<file path="config.mk">
export PLATFORM = sky130hd
export DESIGN_NAME = demux_arbiter
export DESIGN_NICKNAME = d
export VERILOG_FILES = /design/src/rtl/demux_arb_pkg.sv /design/src/rtl/demux_arb_fifo.sv /design/src/rtl/demux_arbiter.sv
export SDC_FILE = /design/constraint.sdc
export NUM_CORES = 1
export LEC_CHECK = 0
export ABC_AREA = 1
export CORE_MARGIN = 3
export CORE_UTILIZATION = 42
export DETAILED_ROUTE_END_ITERATION = 10
export SYNTH_ARGS = -nofsm -noshare
export SYNTH_HDL_FRONTEND = slang
export SYNTH_SLANG_ARGS = --single-unit
export TNS_END_PERCENT = 1
</file>
<file path="constraint.sdc">
create_clock -name clk -period 2 [get_ports clk]
set_input_delay 0.5 -clock clk [delete_from_list [all_inputs] [get_ports clk]]
set_output_delay 0.5 -clock clk [all_outputs]
set_load 0.005 [all_outputs]
</file>
<file path="src/rtl/demux_arb_pkg.sv">
// Shared definitions for the two-lane arbiter: FSM encoding, default sizes
// and the drop-counter width used when DEMUX_ARB_DROP_CNT_EN is defined.
package demux_arb_pkg;

    typedef enum logic [1:0] {
        IDLE   = 2'b00,
        SERVE0 = 2'b01,
        SERVE1 = 2'b10
    } arb_state_t;

    localparam int DEFAULT_BITNUMBER = 5;
    localparam int DEFAULT_DEPTH     = 4;
    localparam int DROP_CNT_W        = 8;

endpackage

</file>
<file path="src/rtl/demux_arb_fifo.sv">
// Per-lane synchronous FIFO with registered empty/full flags and a
// fall-through read port (rdata always shows the oldest word).
module demux_arb_fifo
#(
    parameter int WIDTH = 5,
    parameter int DEPTH = 4
) (
    input  logic             clk,
    input  logic             reset,
    input  logic             push,
    input  logic             pop,
    input  logic [WIDTH-1:0] wdata,
    output logic [WIDTH-1:0] rdata,
    output logic             empty,
    output logic             full
);

    localparam int AW = $clog2(DEPTH);
    localparam logic [AW:0] FULL_CNT = (AW+1)'(DEPTH);

    logic [WIDTH-1:0] mem [DEPTH];
    logic [AW-1:0]    wr_ptr;
    logic [AW-1:0]    rd_ptr;
    logic [AW:0]      count;
    logic [AW:0]      count_nxt;
    logic             do_push;
    logic             do_pop;

    // A push against a full FIFO is lost even if a pop frees a slot on the same edge.
    assign do_push = push && !full;
    assign do_pop  = pop && !empty;
    assign rdata   = mem[rd_ptr];

    always_comb begin
        count_nxt = count;
        case ({do_push, do_pop})
            2'b10:   count_nxt = count + (AW+1)'(1);
            2'b01:   count_nxt = count - (AW+1)'(1);
            default: count_nxt = count;
        endcase
    end

    always_ff @(posedge clk or negedge reset) begin
        if (!reset) begin
            wr_ptr <= '0;
            rd_ptr <= '0;
            count  <= '0;
            empty  <= 1'b1;
            full   <= 1'b0;
        end else begin
            if (do_push) wr_ptr <= wr_ptr + AW'(1);
            if (do_pop)  rd_ptr <= rd_ptr + AW'(1);
            count <= count_nxt;
            empty <= (count_nxt == '0);
            full  <= (count_nxt == FULL_CNT);
        end
    end

    always_ff @(posedge clk) begin
        if (do_push) mem[wr_ptr] <= wdata;
    end

endmodule

</file>
<file path="src/rtl/demux_arbiter.sv">
// Two-lane buffered arbiter feeding a shared, registered data bus.
// Defining DEMUX_ARB_DROP_CNT_EN adds saturating per-lane drop counters.
module demux_arbiter
    import demux_arb_pkg::*;
#(
    parameter int BITNUMBER = DEFAULT_BITNUMBER,
    parameter int DEPTH     = DEFAULT_DEPTH
) (
    input  logic                  clk,
    input  logic                  reset,
    input  logic                  push0,
    input  logic                  push1,
    input  logic [BITNUMBER-1:0]  data0,
    input  logic [BITNUMBER-1:0]  data1,
    input  logic                  pause0,
    input  logic                  pause1,
    output logic                  full0,
    output logic                  full1,
    output logic [BITNUMBER-1:0]  data_out,
    output logic                  valid_out0,
    output logic                  valid_out1,
    output logic [1:0]            arb_state
`ifdef DEMUX_ARB_DROP_CNT_EN
    ,
    output logic [DROP_CNT_W-1:0] drop_cnt0,
    output logic [DROP_CNT_W-1:0] drop_cnt1
`endif
);

    // Handshake: pushN writes dataN unless the lane is full (then it is dropped);
    // pauseN high blocks grants to lane N; valid_outN marks data_out for lane N
    // for exactly one cycle per word, with no backpressure on the output side.

    logic [BITNUMBER-1:0] head0;
    logic [BITNUMBER-1:0] head1;
    logic                 empty0;
    logic                 empty1;
    logic                 elig0;
    logic                 elig1;
    logic                 grant0;
    logic                 grant1;
    logic                 last_grant;
    arb_state_t           state;

    demux_arb_fifo #(.WIDTH(BITNUMBER), .DEPTH(DEPTH)) u_fifo0 (
        .clk   (clk),
        .reset (reset),
        .push  (push0),
        .pop   (grant0),
        .wdata (data0),
        .rdata (head0),
        .empty (empty0),
        .full  (full0)
    );

    demux_arb_fifo #(.WIDTH(BITNUMBER), .DEPTH(DEPTH)) u_fifo1 (
        .clk   (clk),
        .reset (reset),
        .push  (push1),
        .pop   (grant1),
        .wdata (data1),
        .rdata (head1),
        .empty (empty1),
        .full  (full1)
    );

    assign elig0 = !empty0 && !pause0;
    assign elig1 = !empty1 && !pause1;

    // last_grant: 0 = lane 0 was served last, 1 = lane 1 (reset value, so lane 0 goes first).
    assign grant0 = elig0 && (!elig1 || last_grant);
    assign grant1 = elig1 && (!elig0 || !last_grant);

    always_ff @(posedge clk or negedge reset) begin
        if (!reset) begin
            state      <= IDLE;
            last_grant <= 1'b1;
            data_out   <= '0;
            valid_out0 <= 1'b0;
            valid_out1 <= 1'b0;
        end else begin
            valid_out0 <= grant0;
            valid_out1 <= grant1;
            if (grant0) begin
                state      <= SERVE0;
                last_grant <= 1'b0;
                data_out   <= head0;
            end else if (grant1) begin
                state      <= SERVE1;
                last_grant <= 1'b1;
                data_out   <= head1;
            end else begin
                state <= IDLE;
            end
        end
    end

    assign arb_state = state;

`ifdef DEMUX_ARB_DROP_CNT_EN
    always_ff @(posedge clk or negedge reset) begin
        if (!reset) begin
            drop_cnt0 <= '0;
            drop_cnt1 <= '0;
        end else begin
            if (push0 && full0 && (drop_cnt0 != {DROP_CNT_W{1'b1}}))
                drop_cnt0 <= drop_cnt0 + DROP_CNT_W'(1);
            if (push1 && full1 && (drop_cnt1 != {DROP_CNT_W{1'b1}}))
                drop_cnt1 <= drop_cnt1 + DROP_CNT_W'(1);
        end
    end
`endif

endmodule

</file>
[Word level (Yosys, flattened, before mapping)]
Memories as Yosys holds them, arrays and structs flattened.
Index checks and enable logic that the tools add are counted.
Word-level totals
  input bits: 16
  output and inout port bits: 11
  bits in writable memories: 40
  latch bits: 0
  memories: 2
  word-level logic and storage cells: 65
  ROM bits: 0
  bits in registers: 28
Operators by class
  divide/modulo/power cells: 0
  $lt $le $gt $ge: 0
  bitwise operators: 0
  eq/ne operators: 6
  mux-type cells: 12
  add/sub/neg operators: 8
  reductions and logical operators: 22
  shifts and indexed selects: 0
  multipliers: 0
Memories
  u_fifo0.mem: depth 4, width 5, rd ports 1, clocked after memory_dff 0, write ports 1, line demux_arb_fifo.sv:21  | logic [WIDTH-1:0] mem [DEPTH];
  u_fifo1.mem: depth 4, width 5, rd ports 1, clocked after memory_dff 0, write ports 1, line demux_arb_fifo.sv:21
Operator list (count)
  3-bit case mux with 2 select lines: 2
  5-bit two-way mux: 2
  1-bit zero test: 9
  2-bit by 1-bit adder with 2-bit output, second input constant: 4
  1-bit logical AND: 8
  3-bit by 1-bit adder with 3-bit output, second input constant: 2
  3-bit equality test, second input constant: 2
  3-bit zero test: 2
  1-bit two-way mux: 6
  3-bit by 1-bit subtractor with 3-bit output, second input constant: 2
  2-bit by 1-bit equality test with 1-bit output, second input constant: 2
  2-bit equality test, second input constant: 2
  2-bit two-way mux: 2
  1-bit logical OR: 2
  2-bit nonzero test: 1

[Longest topological paths before layout]
Gate-level depths: netlist of the first run.
  word-level depth: 9
  depth in mapped cells: 13
  mapped depth without buffers: 13

[Hierarchy]
From an unflattened synthesis of the first run, not the netlist that was laid out.
Second synthesis, totals
  cells, all modules: 263
  area, all modules: 2901.5 sq um
Modules (own cells, without submodules)
  demux_arb_fifo: area each 1227.4 sq um, cells an instance 102, times used 2, seq. area each 827.0 sq um
  demux_arbiter: area each 446.7 sq um, cells an instance 59, times used 1, seq. area each 226.5 sq um

[Worst setup path before layout of the first run]
No wires, ideal clock.
  path type: register -> register
  from: register last_grant
  to: register u_fifo0.full
  buffers on the path: 0
  required time: 1.927 ns
  period minus slack after synthesis: 2.050 ns
  arrival time: 1.977 ns
  library setup time: 0.073 ns
  cell stages (with the launch flop): 11
  setup slack: -0.050 ns
  path through: dfstp_2 -> inv_2 -> nand2_2 -> nand2_4 -> inv_1 -> ha_1 -> inv_1 -> fa_1 -> o21ai_0 -> or2_1 -> a21oi_2
On the way
  cells in the longest elaborated chain, start to end: 6
  elaborated cells on any way between the ends: 7
  those cells by class: 3 x eq/ne; 1 x mux; 3 x reduce/logical
Ends and longest elaborated chain
  from (decl): line demux_arbiter.sv:42  | logic last_grant;
  from (signal assigned): line demux_arbiter.sv:77  | last_grant <= 1'b1;
  from (signal assigned): line demux_arbiter.sv:86  | last_grant <= 1'b0;
  from (signal assigned): line demux_arbiter.sv:90  | last_grant <= 1'b1;
  1-bit logical OR *: line demux_arbiter.sv:71  | assign grant0 = elig0 && (!elig1 || last_grant);
  1-bit logical AND *: line demux_arbiter.sv:71
  1-bit logical AND *: line demux_arb_fifo.sv:31  | assign do_pop = pop && !empty;
  2-bit by 1-bit equality test with 1-bit output or 2-bit equality test (tied branches): line demux_arb_fifo.sv:36  | case ({do_push, do_pop})
  3-bit case mux with 2 select lines *: line demux_arb_fifo.sv:36
  named net u_fifo0.count_nxt[1]: line demux_arb_fifo.sv:25  | logic [AW:0] count_nxt;
  3-bit equality test *: line demux_arb_fifo.sv:55  | full <= (count_nxt == FULL_CNT);
  to (signal assigned): line demux_arb_fifo.sv:55
  to (decl): line demux_arb_fifo.sv:15  | output logic full
The timed path passes the listed nets; every way through them passes the cells marked *.
A chain may end at the register's enable or synchronous reset.

[Worst setup path after layout of the first run]
  from: register last_grant
  to: register u_fifo1.full
On the way
  cells in the longest elaborated chain, start to end: 7
  elaborated cells on any way between the ends: 8
  those cells by class: 3 x eq/ne; 1 x mux; 4 x reduce/logical
Ends and longest elaborated chain
  1-bit zero test *: line demux_arbiter.sv:72  | assign grant1 = elig1 && (!elig0 || !last_grant);
  1-bit logical OR *: line demux_arbiter.sv:72
  1-bit logical AND *: line demux_arbiter.sv:72
  1-bit logical AND *: line demux_arb_fifo.sv:31
  2-bit by 1-bit equality test with 1-bit output or 2-bit equality test (tied branches): line demux_arb_fifo.sv:36
  3-bit case mux with 2 select lines *: line demux_arb_fifo.sv:36
  named net u_fifo1.count_nxt[2]: line demux_arb_fifo.sv:25
  3-bit equality test *: line demux_arb_fifo.sv:55
  to (signal assigned): line demux_arb_fifo.sv:55
  to (decl): line demux_arb_fifo.sv:15
Marked as above.

==> results of run 1 <==
synthesized netlist by cell type, types with 2 or more instances:
library cell | count | share of area [%]
nor2_1 | 15 | 1.9
buf_2 | 2 | 0.33
dfstp_2 | 3 | 2.6
edfxtp_1 | 40 | 40
inv_2 | 2 | 0.25
inv_1 | 53 | 6.6
xor2_1 | 7 | 2.0
o21ai_0 | 2 | 0.33
buf_4 | 3 | 0.75
a21oi_1 | 4 | 0.67
nand3_1 | 33 | 5.5
fa_1 | 2 | 1.3
ha_1 | 10 | 4.2
dfrtp_1 | 24 | 20
nand2_1 | 74 | 9.3
final timing paths:
check,end
max reg2reg,u_fifo1.full
min reg2reg,data_out[0]
max in group asynchronous,u_fifo1.empty
min in group asynchronous,u_fifo0.count[2]
max,u_fifo1.full
min,data_out[0]
critical path: cells and delay by family, from the launching register on:
kind                       cells  cell delay (ps)
AOI/OAI and AO/OA              1               60
xor gates and xnor gates       1              180
adders and majority gates      2              580
buffers and inverters          1              130
DFF                            1              540
and+or+nand+nor                3              340
stage by stage:
| step | std cells | total power [mW] | instance area [sq um] | TNS (ps) | util [%] |
|---|---|---|---|---|---|
| 5_1_grt | 438 | 5.43 | 3680 | -16.8 | 53.6 |
| 3_5_place_dp | 422 | 4.07 | 3500 | -2860 | 51.0 |
| 4_1_cts | 438 | 5.04 | 3670 | 0 | 53.4 |
| 2_1_floorplan | 285 | 3.37 | 3010 | 0 | - |
| 6_report | 438 | 4.99 | 3680 | 0 | 53.6 |
| 3_3_place_gp | 422 | 4.00 | 3500 | -2490 | 51.0 |
area by class of cell:
cell class / instances / area, sq um / area share, %
repair buffers: 46 / 408 / 11.1
clock buffers: 13 / 149 / 4.05
inverters: 56 / 215 / 5.85
multi-input cells: 157 / 892 / 24.2
flip-flops and latches: 67 / 1880 / 51.1
well taps: 96 / 120 / 3.26
clock inverters: 3 / 15.0 / 0.408
metal layers:
metal  global-route usage, %  vias up
met3                    2.92       11
met1                    17.9      898
met2                    22.0       42
li1                        -      994
met4                    6.89        0
met5                       0        -
cells by family after synthesis:
kind of cell	Yosys count	synth area share, %
flip-flops	67	62.8
buffers and inverters	61	8.27
AO/OA/AOI/OAI	8	1.84
AND/OR/NAND/NOR	129	19.0
adder cells (fa/ha/maj)	12	5.52
XOR/XNOR	8	2.59
power breakdown:
part / switching [mW] / leakage (nW) / internal, mW
Sequential: 0.254 / 0.684 / 1.91
Combinational: 1.05 / 0.923 / 0.840
Clock: 0.465 / 0.0872 / 0.479
repair_timing:
| item | 4_1_cts | 5_1_grt |
|---|---|---|
| hold endpoints to repair | 0 | 0 |
| setup endpoints to repair | 4 | 3 |
| pin swaps | 2 | 2 |
| resized for setup | 4 | 2 |
| setup buffers | 0 | 0 |
flip-flops by register name (all words and copies together) (netlist names), 2 cells and up:
signal          count
arb_state           2
u_fifo1.rd_ptr      2
u_fifo0.rd_ptr      2
u_fifo0.count       3
u_fifo1.count       3
u_fifo1.mem        20
u_fifo0.mem        20
u_fifo1.wr_ptr      2
u_fifo0.wr_ptr      2
data_out            5
==> flow_metrics.tcl, run 1 <==
set metrics [dict create \
    p_per_area_nw_per_um2 1360 \
    synth_edf_count 40 \
    synth_seq_cells 67 \
    setup.worst_path.class "register to register" \
    rr_worst_depth 8 \
    r2r_setup_slack_ps 60 \
    regToRegStartpoint "last_grant" \
    core_sq_um 6870 \
    ys_seq_area_share_pct 62.8 \
    yosysWarnings 0 \
    drc 0 \
    worstMarginPinSlew_ps 432 \
    nNetsFinal 365 \
    synth_cell_types 26 \
    route.met3.wl_um 204 \
    most-common-layout-cells "nand2_1 (74), inv_1 (51), edfxtp_1 (40)" \
    grt_pass1_wl_mm 8.87 \
    ios 27 \
    cts_tree "done" \
    pre_cts_ws_ps -477 \
    syn-num-nets 313 \
    grt_max_degree 28 \
    crit_chain "buf_4 -> a21oi_4 -> ha_1 -> fa_1 -> nand2_1 -> nand3_1 -> xor2_2 -> and2b_1" \
    fill_cells 613 \
    ant_nets 0 \
    syn-cell-area_sq_um 2990 \
    startpoint "last_grant" \
    synth.avg_cell_area_sq_um 10.5 \
    syn2layout_area_growth_pct 22.9 \
    clk_pin_slew_worst_paths_ps 70 \
    end_kind "register" \
    slew_violations 0 \
    holdCritStartpoint "data_out[0]" \
    final_common_cell "nand2_1" \
    hold_violations 0 \
    hold_depth 2 \
    die_h_um 90.4 \
    grt_use_total_pct 13.8 \
    max_freq_mhz 516 \
    vdd_ir_drop_max_uv 602 \
    clock-sinks 67 \
    slew_headroom_pct 71.2 \
    arrival_ps 2160 \
    whs_ps 478 \
    slowest_stage "dfstp_2" \
    vias_per_cell 4.44 \
    wl_per_cell_um 11.7 \
    period_minus_slack_ps 1940 \
    crit_path_max_fanout 3 \
    dieArea_sq_um 8180 \
    finClkSkew_ps 8.85 \
    first_pass_iters 4 \
    crit_required_ps 2220 \
    ys.flop_type "edfxtp_1" \
    syn_inst 285 \
    rows 30 \
    power.leakage_nw 1.69 \
    drive_above_1_share_pct 15.2 \
    cts_buffer_depth 2 \
    rsz0062_at_grt "yes" \
    routed_wl_mm 5.12 \
    wl_met1_mm 2.38 \
    antenna_found_initial 0 \
    outcome "completed" \
    post-route-period-util_pct 97.0 \
    gp_congestion 0.788 \
    antenna_cells 0 \
    wl_met2_mm 2.42 \
    postCtsHoldBufs 0 \
    finalSetupViolCount 0 \
    root_buffer "clkbuf_8" \
    layout_setup_ws_ps 61.0 \
    io_buffers 26 \
    numCtsBuffers 9 \
    clock_latency_ps 330 \
    top_layer_used "met4" \
    die_x_um 90.4 \
    drt_iter0_markers 94 \
    grt_overflow 0 \
    detailed_place_hpwl_mm 3.78 \
    maxCapViolations 0 \
    grt_pass1_vias 1891 \
    slowest_delay_ps 540 \
    vias 1945 \
    min_path_type "register to register" \
    htree_levels 3 \
    synthArstFlopShare_pct 40.3 \
    startpoint_type "register" \
    start_util_pct 43.6 \
]
Power figures use the tool's default switching activity.
==> run 2: changes to the inputs <==
- CAP_MARGIN: unset -> 20
- CTS_BUF_LIST: unset -> sky130_fd_sc_hd__clkbuf_16
==> flow_metrics.tcl, run 2 (synthesis gave the netlist of run 1 again) <==
set metrics [dict create \
    postCtsHoldBufs 0 \
    critPathMostFrequentCell "nand2_1" \
    clock-sinks 67 \
    hold_depth 2 \
    grt_pass1_vias 1911 \
    drive_above_1_share_pct 14.9 \
    post-route-period-util_pct 97.5 \
    vdd_ir_drop_max_uv 636 \
    min_path_type "register to register" \
    arrival_ps 2160 \
    drt_iter0_markers 97 \
    slowest_delay_ps 450 \
    r2r-end "u_fifo1.full" \
    start_util_pct 43.6 \
    hold_violations 0 \
    slew_violations 0 \
    outcome "completed" \
    crit_chain "clkdlybuf4s50_1 -> nand2_1 -> ha_1 -> fa_1 -> nand2_1 -> nand3_1 -> xor2_2 -> and2b_1" \
    cts_setup_buffers 0 \
    rsz0062_at_grt "yes" \
    max_freq_mhz 513 \
    nNetsFinal 365 \
    die_h_um 90.4 \
    cts_buffer_depth 2 \
    io_buffers 26 \
    clk_pin_slew_worst_paths_ps 50 \
    drc 0 \
    post_layout_nonfiller_instances 438 \
    ant_nets 0 \
    finalSetupViolCount 0 \
    die_x_um 90.4 \
    p_per_area_nw_per_um2 1430 \
    antenna_cells 0 \
    crit_required_ps 2210 \
    reg_top3 "u_fifo0.mem: 20 flops, u_fifo1.mem: 20 flops, data_out: 5 flops" \
    grt_overflow 0 \
    final_common_cell "nand2_1" \
    ios 27 \
    finalPower_mw 5.38 \
    core_sq_um 6870 \
    grt_pass1_wl_mm 9.04 \
    maxCapViolations 0 \
    grt_use_total_pct 14.2 \
    vias_per_cell 4.44 \
    antenna_found_initial 0 \
    slowest_stage "clkdlybuf4s50_1" \
    utilization_pct 54.9 \
    startpoint "push1" \
    vias 1945 \
    min_to "data_out[0]" \
    routed_wl_mm 5.19 \
    regToRegStartpoint "last_grant" \
    numCtsBuffers 9 \
    cts_tree "done" \
    rr_worst_depth 8 \
    clock_latency_ps 320 \
    rows 30 \
    fill_cells 601 \
    detailed_place_hpwl_mm 3.78 \
    power.leakage_nw 1.75 \
    setup.worst_path.class "input port to register" \
    period_minus_slack_ps 1950 \
    gp_congestion 0.788 \
    worstMarginPinSlew_ps 434 \
    grt_max_degree 28 \
    first_pass_iters 4 \
    end_kind "register" \
    most-common-layout-cells "nand2_1 (74), inv_1 (54), edfxtp_1 (40)" \
    placed_cells 422 \
    wl_per_cell_um 11.8 \
    slew_headroom_pct 71.1 \
    root_buffer "clkbuf_16" \
    finClkSkew_ps 7.95 \
    dieArea_sq_um 8180 \
    htree_levels 3 \
    crit_path_max_fanout 3 \
    startpoint_type "input port" \
    syn2layout_area_growth_pct 26.0 \
    r2r_setup_slack_ps 60 \
    holdCritStartpoint "data_out[0]" \
]
## run 2: cell types whose count changed in the layout (fill, tap and decap cells not counted)
cell	change
clkbuf_16	+9
clkbuf_8	-10
inv_1	+3
clkbuf_1	-3
clkinv_1	+1
## run 2: repair_timing
action	CTS	global route
setup endpoints to repair	6	3
gates resized for setup	4	2
pin swaps	2	2
cloned	0	0
## run 2: power breakdown
part,switching (mW),internal [mW]
clock network,0.514,0.811
registers,0.256,1.91
logic,1.05,0.840
## run 2: layout make-up
class	instances	area [sq um]	share of cell area, %
sequential	67	1880	49.9
multi-input combinational	157	892	23.7
clock inverter	7	30.0	0.796
timing repair buffer	46	408	10.8
clock buffer	9	225	5.97
inverter	56	215	5.71
tap	96	120	3.19
## run 2: routing by layer
layer  GRT usage, %  wire [um]  up-vias  share of wire [%]
li1               -          -     1000                  -
met1           18.3       2370      907                 46
met2           22.7       2540       32                 49
met3           3.92        203        6                3.9
met4           5.74         78        0                1.5
met5              0          0        -                  0
## run 2: critical path, delay by kind of cell
kind                     cells  cell delay [ps]
XOR/XNOR                     1              180
adder cells (fa/ha/maj)      2              600
buffers and inverters        1              450
AND/OR/NAND/NOR              4              410
## run 2: stage by stage
stage	setup TNS [ps]	instance area, sq um	hold WS (ps)	worst slack (ps)
floorplan	0	3010	204	2.20
global route	-15.6	3770	505	-15.6
global placement	-2490	3500	469	-450
detailed placement	-2860	3500	465	-477
finish	0	3770	474	50.1
CTS	0	3760	479	37.4
## run 2: worst max path at each step
stage,slack [ps],end
floorplan,2,u_fifo0.full
global placement,-450,u_fifo0.full
detailed placement,-480,u_fifo0.full
CTS,40,u_fifo1.full
global route,-20,u_fifo1.full
finish,50,u_fifo1.full
==> run 3: changes to the inputs <==
- CAP_MARGIN: 20 -> unset
- CTS_CLUSTER_SIZE: unset -> 24
- clock period: 2 -> 2.08 ns (I/O delays scaled with it)
==> flow_metrics.tcl, run 3 (synthesis gave the netlist of run 1 again) <==
set metrics [dict create \
    drive_above_1_share_pct 16.7 \
    vdd_ir_drop_max_uv 712 \
    regToRegStartpoint "u_fifo0.empty" \
    clk_pin_slew_worst_paths_ps 60 \
    postCtsHoldBufs 0 \
    p_per_area_nw_per_um2 1460 \
    grt_pass1_wl_mm 9.23 \
    rsz0062_at_grt "no" \
    routed_wl_mm 5.53 \
    crit_path_max_fanout 4 \
    core_sq_um 6870 \
    startpoint_type "register" \
    rows 30 \
    clock_latency_ps 330 \
    setup.worst_path.class "register to register" \
    finClkSkew_ps 5.46 \
    slew_violations 0 \
    cts_buffer_depth 2 \
    drt_iter0_markers 77 \
    clock-sinks 67 \
    end_kind "register" \
    wl_per_cell_um 12.6 \
    antenna_found_initial 0 \
    drc 0 \
    power.leakage_nw 1.78 \
    crit_required_ps 2350 \
    max_freq_mhz 506 \
    first_pass_iters 4 \
    ant_nets 0 \
    whs_ps 474 \
    crit_chain "nor2_8 -> buf_4 -> a21oi_4 -> ha_2 -> fa_1 -> nand2_1 -> nand3_1 -> and2b_1" \
    ios 27 \
    fill_cells 603 \
    final_common_cell "nand2_1" \
    detailed_place_hpwl_mm 3.77 \
    startpoint "u_fifo0.empty" \
    slowest_stage "dfstp_2" \
    cts_tree "done" \
    grt_use_total_pct 14.7 \
    maxCapViolations 0 \
    hold_violations 0 \
    vias_per_cell 4.58 \
    period_minus_slack_ps 1980 \
    holdCritStartpoint "data_out[0]" \
    htree_levels 3 \
    gp_congestion 0.771 \
    syn2layout_area_growth_pct 28.9 \
    post-route-period-util_pct 95.0 \
    antenna_cells 0 \
    final_area_sq_um 3860 \
    nNetsFinal 365 \
    arrival_ps 2240 \
    most-common-layout-cells "nand2_1 (74), inv_1 (51), edfxtp_1 (40)" \
    min_path_type "register to register" \
    die_h_um 90.4 \
    slowest_delay_ps 580 \
    finalPower_mw 5.64 \
    io_buffers 26 \
    die_x_um 90.4 \
    worstMarginPinSlew_ps 434 \
    slew_headroom_pct 71.1 \
    reg_top3 "u_fifo0.mem: 20 flops, u_fifo1.mem: 20 flops, data_out: 5 flops" \
    grt_pass1_vias 2001 \
    utilization_pct 56.2 \
    place_area_sq_um 3480 \
    root_buffer "clkbuf_16" \
    grt_max_degree 28 \
    finalSetupViolCount 0 \
    start_util_pct 43.6 \
    dieArea_sq_um 8180 \
    vias 2006 \
    placed_cells 421 \
    outcome "completed" \
    numCtsBuffers 9 \
    post_layout_nonfiller_instances 438 \
    grt_overflow 0 \
]
==> run 3: cell count changes in the layout (fill, tap and decap cells not counted), sizes merged <==
cell,previous run,this run
clkinvlp,0,1
clkinv,5,4
dlygate4sd2,2,1
bufinv,0,3
dlymetal6s2s,0,1
inv,58,55
==> run 3: metal layers <==
metal	share of wire (%)	track usage (%)	vias to the layer above
met5	0	0	-
li1	-	-	993
met4	2.5	8.80	0
met2	51	25.1	37
met3	3.2	2.67	11
met1	44	17.1	965
==> run 3: final cells by class <==
type                       count  area [sq um]  share of cell area (%)
tap                           96           120                    3.11
clock inverter                 7           116                    3.02
sequential                    67          1880                    48.7
timing repair buffer          46           412                    10.7
inverter                      56           215                    5.58
multi-input combinational    157           890                    23.1
clock buffer                   9           225                    5.84
==> run 3: worst paths after layout <==
check | endpoint | slack [ps] | cells past startpoint
max | u_fifo1.full | 100 | 8
min | data_out[0] | 470 | 2
max reg2reg | u_fifo1.full | 100 | 8
min reg2reg | data_out[0] | 470 | 2
max in group asynchronous | last_grant | 1210 | 2
min in group asynchronous | u_fifo0.full | 570 | 2
==> run 3: what timing repair did <==
action / 4_1_cts / 5_1_grt
pin swaps: 1 / 4
resized for setup: 4 / 7
setup buffers: 0 / 1
setup endpoints to repair: 5 / 5
endpoints found under the hold margin: 0 / 0
==> run 3: through the flow <==
stage                     TNS (ps)  setup WS, ps
after CTS                    -17.5         -16.7
after floorplan                  0          30.2
final                            0           104
after global routing             0          8.50
after global placement       -2520          -432
after detailed placement     -2980          -499
==> run 3: critical path: cells and delay by family, from the launching register on <==
family / cells / cell delay (ps)
flops: 1 / 580
fa+ha+maj: 2 / 600
simple gates: 4 / 480
buf+inv: 1 / 140
compound gates: 1 / 120
==> run 3: power breakdown <==
group | internal, mW | switching, mW
combinational | 0.793 | 0.995
sequential | 1.83 | 0.279
clock | 1.17 | 0.568
total | 3.79 | 1.84
